--- config.mk ---
export PLATFORM = sky130hd
export DESIGN_NAME = prio_arbiter
export DESIGN_NICKNAME = d
export VERILOG_FILES = /design/src/rtl/prio_arbiter.sv
export SDC_FILE = /design/constraint.sdc
export NUM_CORES = 1
export LEC_CHECK = 0
export BUFFER_PORTS_ARGS = -buffer_cell sky130_fd_sc_hd__buf_2
export CAP_MARGIN = 20
export CELL_PAD_IN_SITES_DETAIL_PLACEMENT = 1
export CELL_PAD_IN_SITES_GLOBAL_PLACEMENT = 2
export CORE_MARGIN = 4
export CORE_UTILIZATION = 34
export CTS_CLUSTER_DIAMETER = 40
export CTS_CLUSTER_SIZE = 20
export DETAILED_ROUTE_END_ITERATION = 6
export MAX_ROUTING_LAYER = met4
export PLACE_DENSITY = 0.76
export SETUP_SLACK_MARGIN = 0.02
export SYNTH_ARGS = -nofsm -noshare
export SYNTH_HDL_FRONTEND = slang
export SYNTH_SLANG_ARGS = --single-unit
export TNS_END_PERCENT = 100
--- constraint.sdc ---
create_clock -name clk -period 2.3 [get_ports clk]
set_input_delay 0 -clock clk [delete_from_list [all_inputs] [get_ports clk]]
set_output_delay 0 -clock clk [all_outputs]
set_load 0.01 [all_outputs]
--- src/rtl/prio_arbiter.sv ---
// Fixed-priority arbiter with a bounded hold time and a one-cycle gap after every release.
// Optional round-robin search order is enabled by defining PRIO_ARBITER_ROUND_ROBIN_EN.
module prio_arbiter #(
    parameter int N_REQ    = 8,
    parameter int IDX_W    = 3,
    parameter int MAX_HOLD = 16
) (
    input  logic             clk,
    input  logic             rst_n,
    input  logic [N_REQ-1:0] req,
    output logic [N_REQ-1:0] gnt,
    output logic [IDX_W-1:0] gnt_idx,
    output logic             gnt_vld,
    output logic             hold_expired
);

    typedef enum logic [1:0] {
        ST_IDLE = 2'd0,
        ST_BUSY = 2'd1,
        ST_GAP  = 2'd2
    } state_e;

    state_e           state_q, state_d;
    logic [7:0]       hold_cnt_q, hold_cnt_d;
    logic [N_REQ-1:0] gnt_q, gnt_d;
    logic [IDX_W-1:0] idx_q, idx_d;
    logic             vld_q, vld_d;
    logic             exp_q, exp_d;

    logic             win_found;
    logic [IDX_W-1:0] win_idx;

`ifdef PRIO_ARBITER_ROUND_ROBIN_EN
    logic [IDX_W-1:0] rr_ptr_q, rr_ptr_d;

    // Search rr_ptr-1 downward with wrap; later (smaller k) hits override earlier ones.
    // IDX_W-bit subtraction gives the modulo-N_REQ wrap since N_REQ == 2**IDX_W.
    always_comb begin
        logic [IDX_W-1:0] cand;
        win_found = 1'b0;
        win_idx   = '0;
        cand      = '0;
        for (int unsigned k = N_REQ; k >= 1; k--) begin
            cand = rr_ptr_q - IDX_W'(k);
            if (req[cand]) begin
                win_found = 1'b1;
                win_idx   = cand;
            end
        end
    end
`else
    always_comb begin
        win_found = 1'b0;
        win_idx   = '0;
        for (int unsigned i = 0; i < N_REQ; i++) begin
            if (req[i]) begin
                win_found = 1'b1;
                win_idx   = IDX_W'(i);
            end
        end
    end
`endif

    always_comb begin
        state_d    = state_q;
        hold_cnt_d = hold_cnt_q;
        gnt_d      = gnt_q;
        idx_d      = idx_q;
        vld_d      = vld_q;
        exp_d      = 1'b0;
`ifdef PRIO_ARBITER_ROUND_ROBIN_EN
        rr_ptr_d   = rr_ptr_q;
`endif
        case (state_q)
            ST_BUSY: begin
                if (!req[idx_q] || (hold_cnt_q == 8'(MAX_HOLD))) begin
                    // An owner dropping on the limit cycle counts as a normal release.
                    state_d    = ST_GAP;
                    hold_cnt_d = '0;
                    gnt_d      = '0;
                    idx_d      = '0;
                    vld_d      = 1'b0;
                    exp_d      = req[idx_q];
                end else begin
                    hold_cnt_d = hold_cnt_q + 8'd1;
                end
            end
            default: begin
                if (win_found) begin
                    state_d    = ST_BUSY;
                    hold_cnt_d = 8'd1;
                    gnt_d      = N_REQ'(1) << win_idx;
                    idx_d      = win_idx;
                    vld_d      = 1'b1;
`ifdef PRIO_ARBITER_ROUND_ROBIN_EN
                    rr_ptr_d   = win_idx;
`endif
                end else begin
                    state_d    = ST_IDLE;
                    hold_cnt_d = '0;
                    gnt_d      = '0;
                    idx_d      = '0;
                    vld_d      = 1'b0;
                end
            end
        endcase
    end

    always_ff @(posedge clk or negedge rst_n) begin
        if (!rst_n) begin
            state_q    <= ST_IDLE;
            hold_cnt_q <= '0;
            gnt_q      <= '0;
            idx_q      <= '0;
            vld_q      <= 1'b0;
            exp_q      <= 1'b0;
`ifdef PRIO_ARBITER_ROUND_ROBIN_EN
            rr_ptr_q   <= '0;
`endif
        end else begin
            state_q    <= state_d;
            hold_cnt_q <= hold_cnt_d;
            gnt_q      <= gnt_d;
            idx_q      <= idx_d;
            vld_q      <= vld_d;
            exp_q      <= exp_d;
`ifdef PRIO_ARBITER_ROUND_ROBIN_EN
            rr_ptr_q   <= rr_ptr_d;
`endif
        end
    end

    assign gnt          = gnt_q;
    assign gnt_idx      = idx_q;
    assign gnt_vld      = vld_q;
    assign hold_expired = exp_q;

endmodule

==> metrics, run 1 <==
Syn Area/Cell=11.3 um^2; critical path class=register to register; EDFF count, synth=0; Finished Cell Area=between 1000 and 1500 um^2; Final Hold Fails=0; H-tree Lvls=1; Setup TNS Final=0 ns; iteration count of the initial detailed-routing pass=4; worst endpoint data arrival time=2.20 ns; Die Span Y=about 65 um; Synth Instances=99; Area after DPL=1270 um^2; post-synth design cell area=around 1100 um^2; worst clock skew=about 0.002 ns; ys flop type=dfrtp_1; RR Startpoint=gnt_idx[0]; postcts setup bufs=0; Vias=835; largest net degree at the start of global routing=23; Max VDD drop=approximately 0.43 mV; Root Driver=clkbuf_4; CTS Buf Count=3; hold_buf cts=1; nets=137; fraction of registers with async set/reset=100%; Worst Tran Pin Value=0.848 ns; WP data required=roughly 2.6 ns; Synth Warn #=0; layout cell share with drive strength beyond 1=27.6%; Total GRT Usage=13.0%; CP startpoint kind=register; total grt overflow=0; clock-pin slew on the worst setup and hold paths=0.12 ns; IO buf count=22; Synthesized Nets=~110; Hold WC Path Type=primary input to register; Via density=5.00; Pleak=0.624 nW; critical path's slowest cell=nor4_4; Residual DRC=0; first-pass GRT wire length=between 4 and 5 mm; Design Power=0.00131 W; WL/cell=approximately 15 um; post-route ant nets=0; sequential share of the synthesized area=49.3%; post-CTS sizing=0; diodes inserted=0; io pins=23; status=complete, no violations; Clock Sinks=22; Final setup viols=0; Slew headroom=43.0%; top cell type's share of synthesized area=~49%; Core ar.=3100 um^2; worst path cell trace=mux2_2, o22ai_4, nor4_4, a22o_1; Max FO, Critical Path=19; max-slew violation count=0; fmax=512 MHz; R2R cell count=4; routed wire length=2.48 mm; leading post-synthesis cells by cell area=dfrtp_1 49%, and2_1 3.4%, a22o_1 3.1%; initial antenna violation count=0; CP endpoint=gnt[3]; register bit count reported by yosys=22; max incr delay on CP=0.76 ns; P&R area growth vs syn=16.6%; RSZ-0062 raised after global routing=no; # fillers=382; post-synthesis cell type count=34; Clk Latency, worst-skew pair=0.30 ns; initial core utilization=36.0%; die area=4260 um^2; Max Buffers Root-to-Sink=2; Post-DP HPWL=slightly below 2 mm; Reg2Reg Setup Slack=0.35 ns; Pwr Density=1010 nW/um^2; routability cong.=0.740; RR Endpoint=gnt[3]; CP Capture Type=register; Tcrit/Tclk final=84.9%; vias in the first global route=around 860; crit path launch=gnt_idx[0]; DR iter-0 viols=31; DIE WIDTH=65.3 um; minimum clock period=1.95 ns; Yosys top cell by area=dfrtp_1; most common cell in the netlist=dfrtp_1; Rows=20; max_cap viols=0; CTS tree=done; Commonest cells post-synth=22 x dfrtp_1, 9 x nor2_1, 6 x and2_1
==> worst min-delay path by stage <==
| stage | startpoint | end | slack [ns] | cells after the start |
|---|---|---|---|---|
| 2_1_floorplan | rst_n | gnt[0] | -0.30 | 0 |
| 3_3_place_gp | rst_n | state_q[0] | -0.01 | 1 |
| 3_5_place_dp | rst_n | state_q[0] | -0.004 | 1 |
| 4_1_cts | req[7] | gnt[7] | 0.02 | 2 |
| 5_1_grt | req[7] | gnt[7] | 0.02 | 2 |
| 6_report | req[7] | gnt[7] | 0.04 | 2 |
==> report_power, final <==
part / internal, W / leakage [nW] / switching (W)
logic: 0.000267 / 0.321 / 0.000319
clock network: 0.0000610 / 0.0138 / 0.000113
registers: 0.000472 / 0.289 / 0.0000792
total: 0.000799 / 0.624 / 0.000511
==> metal layers <==
layer / vias to the layer above / global-route usage, % / part of all wire, %
met3: 2 / 2.39 / 4.3
met1: 411 / 17.1 / 47
met2: 13 / 20.2 / 48
met5: - / - / 0
li1: 409 / - / -
met4: 0 / 4.66 / 0.48
==> cell families after synthesis <==
kind of cell	Yosys count	synth area share [%]
AND/OR/NAND/NOR	40	21.4
flip-flops	22	49.3
AO/OA/AOI/OAI	19	15.6
XOR/XNOR	6	4.71
buffers and inverters	6	2.80
multiplexers	4	3.92
adder cells (fa/ha/maj)	2	2.24
==> stage by stage <==
stage / hold WS [ns] / utilization (%) / instances / setup slack, ns
2_1_floorplan: -0.296 / - / 99 / 0.612
3_3_place_gp: -0.0126 / 40.9 / 163 / 0.373
3_5_place_dp: -0.00392 / 40.9 / 163 / 0.322
4_1_cts: 0.0226 / 41.9 / 167 / 0.274
5_1_grt: 0.0227 / 41.9 / 167 / 0.143
6_report: 0.0358 / 41.9 / 167 / 0.347
==> sequential cells by signal, indices dropped and copies added, names as in the netlist <==
name and count:
gnt_idx 3, hold_expired 1, gnt 8, hold_cnt_q 8
state_q 2
==> critical path: cells and delay by family, from the launching register on <==
| kind | cells | cell delay, ns |
|---|---|---|
| compound gates | 2 | 0.36 |
| flops | 1 | 0.48 |
| simple gates | 1 | 0.76 |
| mux | 1 | 0.30 |
==> layout by cell type, fill, tap and decap left out, types with 4 or more instances in the layout <==
master	netlist	final
dfrtp_1	22	22
a22o_1	4	4
and3_1	4	4
nand2b_1	4	4
nor2_1	9	9
and2_1	6	6
buf_2	1	22
==> cell type report <==
cell class / instances / area, um^2 / area share (%)
Sequential cell: 22 / 551 / 42.3
Multi-Input combinational cell: 71 / 534 / 41.1
Timing Repair Buffer: 24 / 128 / 9.81
Tap cell: 44 / 55.1 / 4.23
Clock buffer: 3 / 22.5 / 1.73
Inverter: 3 / 11.3 / 0.865
No activity file was read; power rests on OpenSTA's default activity.
==> run 2, diff against run 1 <==
Settings changed: ABC_AREA set to 1, CORE_UTILIZATION 34 to 31, PLACE_DENSITY 0.76 to 0.77.
Clock period 2.3 ns to 2 ns, I/O delays scaled along.
==> metrics, run 2 <==
RSZ-0062 raised after global routing=no; Clk Latency, worst-skew pair=0.25 ns (-0.05 ns); crit-path leading delay family=simple AND/OR/NAND/NOR gates; first-pass GRT wire length=5.49 mm (+31%); routed wire length=3.03 mm (+22%); post-synthesis cell type count=20 (-41%); EDFF count, synth=0 (unchanged); iteration count of the initial detailed-routing pass=4 (unchanged); largest net degree at the start of global routing=23 (unchanged); Inst Count DP=219 (+34%); IO buf count=22 (unchanged); Tcrit/Tclk final=71.6% (-13 points); CTS tree=done; Via density=4.70 (-6.1%); Core ar.=3660 um^2 (+18%); initial core utilization=32.3% (-3.7 points); routability cong.=0.836 (+13%); top cell type's share of synthesized area=46.6% (-2.7 points); CP startpoint kind=register; diodes inserted=0 (unchanged); Finished Cell Area=1400 um^2 (+7.4%); fmax=698 MHz (+36%); die area=4860 um^2 (+14%); post-route ant nets=0 (unchanged); io pins=23 (unchanged); max_cap viols=0 (unchanged); register bit count reported by yosys=22 (unchanged); sequential share of the synthesized area=46.6% (-2.7 points); Max Buffers Root-to-Sink=2 (unchanged); DIE WIDTH=69.7 um (+6.8%); Max FO, Critical Path=11 (-8); H-tree Lvls=1 (unchanged); leading cell type in the layout, fill and taps excluded=nand2_1; vias in the first global route=1130 (+31%); post-synth design cell area=1180 um^2 (+5.8%); Slew headroom=56.0% (+13 points); layout cell share with drive strength beyond 1=19.9% (-7.8 points); worst clock skew=0.00457 ns (+0.00257 ns); nets=190 (+39%); max incr delay on CP=0.42 ns (-0.34 ns); Worst Tran Pin Value=0.654 ns (-0.194 ns); Post-DP HPWL=2.42 mm (+26%); worst path cell trace=inv_1, ha_1, nand3_1, nor2_1, nor2_2, buf_4, nand3_1, nand2_1; worst hold margin=0.141 ns (+0.105 ns); CTS Buf Count=3 (unchanged); Synthesized Nets=162 (+46%); CP Buf/Inv Count=2 (+2); commonest cells after routing, fill and taps aside=36 x nand2_1, 26 x nand3_1, 23 x inv_1; CP Capture Type=register; worst endpoint data arrival time=1.57 ns (-0.63 ns); clock-pin slew on the worst setup and hold paths=0.08 ns (-0.04 ns); status=complete, no violations; Yosys top cell by area=dfrtp_1; Total GRT Usage=14.2% (+1.1 points); ys flop type=dfrtp_1; Hold WC Path Type=primary input to register; critical path class=register to register; Final setup viols=0 (unchanged); leading post-synthesis cells by cell area=dfrtp_1 47%, nand2_1 11%, nand3_1 11%; Vias=1052 (+26%); Residual DRC=0 (unchanged); max-slew violation count=0 (unchanged); Max VDD drop=0.383 mV (-10%); Design Power=0.00165 W (+26%); total grt overflow=0 (unchanged); Final Non-Filler Cells=224 (+34%); WP data required=2.14 ns (-0.41 ns); Syn Area/Cell=7.87 um^2 (-30%); Clock Sinks=22 (unchanged); P&R area growth vs syn=18.3%; critical path's slowest cell=dfrtp_1; Pwr Density=1180 nW/um^2 (+17%); most used cell, CP=nand3_1; Final Hold Fails=0 (unchanged); Setup TNS Final=0 ns (unchanged); Synth Instances=150 (+52%); Root Driver=clkbuf_8; Synth Warn #=0 (unchanged); DR iter-0 viols=62 (+100%); Die Span Y=69.7 um (+6.8%); most common cell in the netlist=nand2_1; Area after DPL=1340 um^2 (+5.3%); minimum clock period=1.43 ns (-0.521 ns); WL/cell=13.5 um (-8.8%); Pleak=0.785 nW (+26%); fraction of registers with async set/reset=100% (unchanged); Rows=22 (+10%); postcts setup bufs=0 (unchanged); initial antenna violation count=0 (unchanged); Commonest cells post-synth=36 x nand2_1, 26 x nand3_1, 23 x inv_1
[run 2: changes by cell type in the layout (fill, tap and decap cells not counted), sizes merged, moves of 4 or more]
cell    delta
a22o       -4
and2       -6
inv       +21
nand2     +35
nand2b     -4
nand3     +27
nor2       +9
[run 2: power breakdown]
part / switching, W / total, W / leakage (nW) / internal [W]
logic: 0.000501 / 0.000749 / 0.475 / 0.000247
registers: 0.0000922 / 0.000632 / 0.288 / 0.000540
clock network: 0.000131 / 0.000265 / 0.0216 / 0.000134
total: 0.000725 / 0.00165 / 0.785 / 0.000921
[run 2: cell type report]
type,count,area [um^2]
repair buffers,25,138
clock buffers,3,41.3
fillers,461,2260
multi-input cells,102,518
well taps,48,60.1
inverters,24,90.1
flip-flops and latches,22,551
[run 2: final timing paths]
kind,to,slack [ns],startpoint,cells past startpoint
min reg2reg,gnt[4],0.50,gnt[4],2
max,gnt[3],0.57,hold_cnt_q[0],8
max in group asynchronous,gnt[5],1.40,rst_n,2
max reg2reg,gnt[3],0.57,hold_cnt_q[0],8
min in group asynchronous,hold_expired,0.24,rst_n,2
min,gnt[1],0.14,req[6],4
[run 2: worst register-to-register path, stage by stage (launching register included)]
cell and delay [ns]:
dfrtp_1 0.42, inv_1 0.07, ha_1 0.14, nand3_1 0.09, nor2_1 0.19, nor2_2 0.07, buf_4 0.19, nand3_1 0.09
nand2_1 0.07
[run 2: logic make-up (layout without fill, tap and decap cells)]
family,count (synthesis),after routing,synth area share [%]
and+or+nand+nor,91,91,36.0
buffers and inverters,26,52,9.53
DFF,22,22,46.6
AOI/OAI and AO/OA,5,5,2.75
xor gates and xnor gates,4,4,2.97
adders and majority gates,2,2,2.12
[run 2: repair_timing]
item | 4_1_cts | 5_1_grt
endpoints found under the hold margin | 23 | 0
resized for setup | 0 | 0
hold buffers | 2 | 0
[run 2: routing by layer]
metal  track usage [%]  up-vias  share of wire (%)
li1                  -      528                  -
met1              18.3      500                 48
met2              23.0       20                 48
met3              3.19        4                2.9
met4              2.77        0                1.1
met5                 -        -                  0
[run 2: stage by stage]
stage / utilization [%] / setup slack (ns)
floorplan: - / 0.756
global placement: 36.5 / 0.619
detailed placement: 36.5 / 0.589
CTS: 38.2 / 0.563
global route: 38.2 / 0.416
finish: 38.2 / 0.568
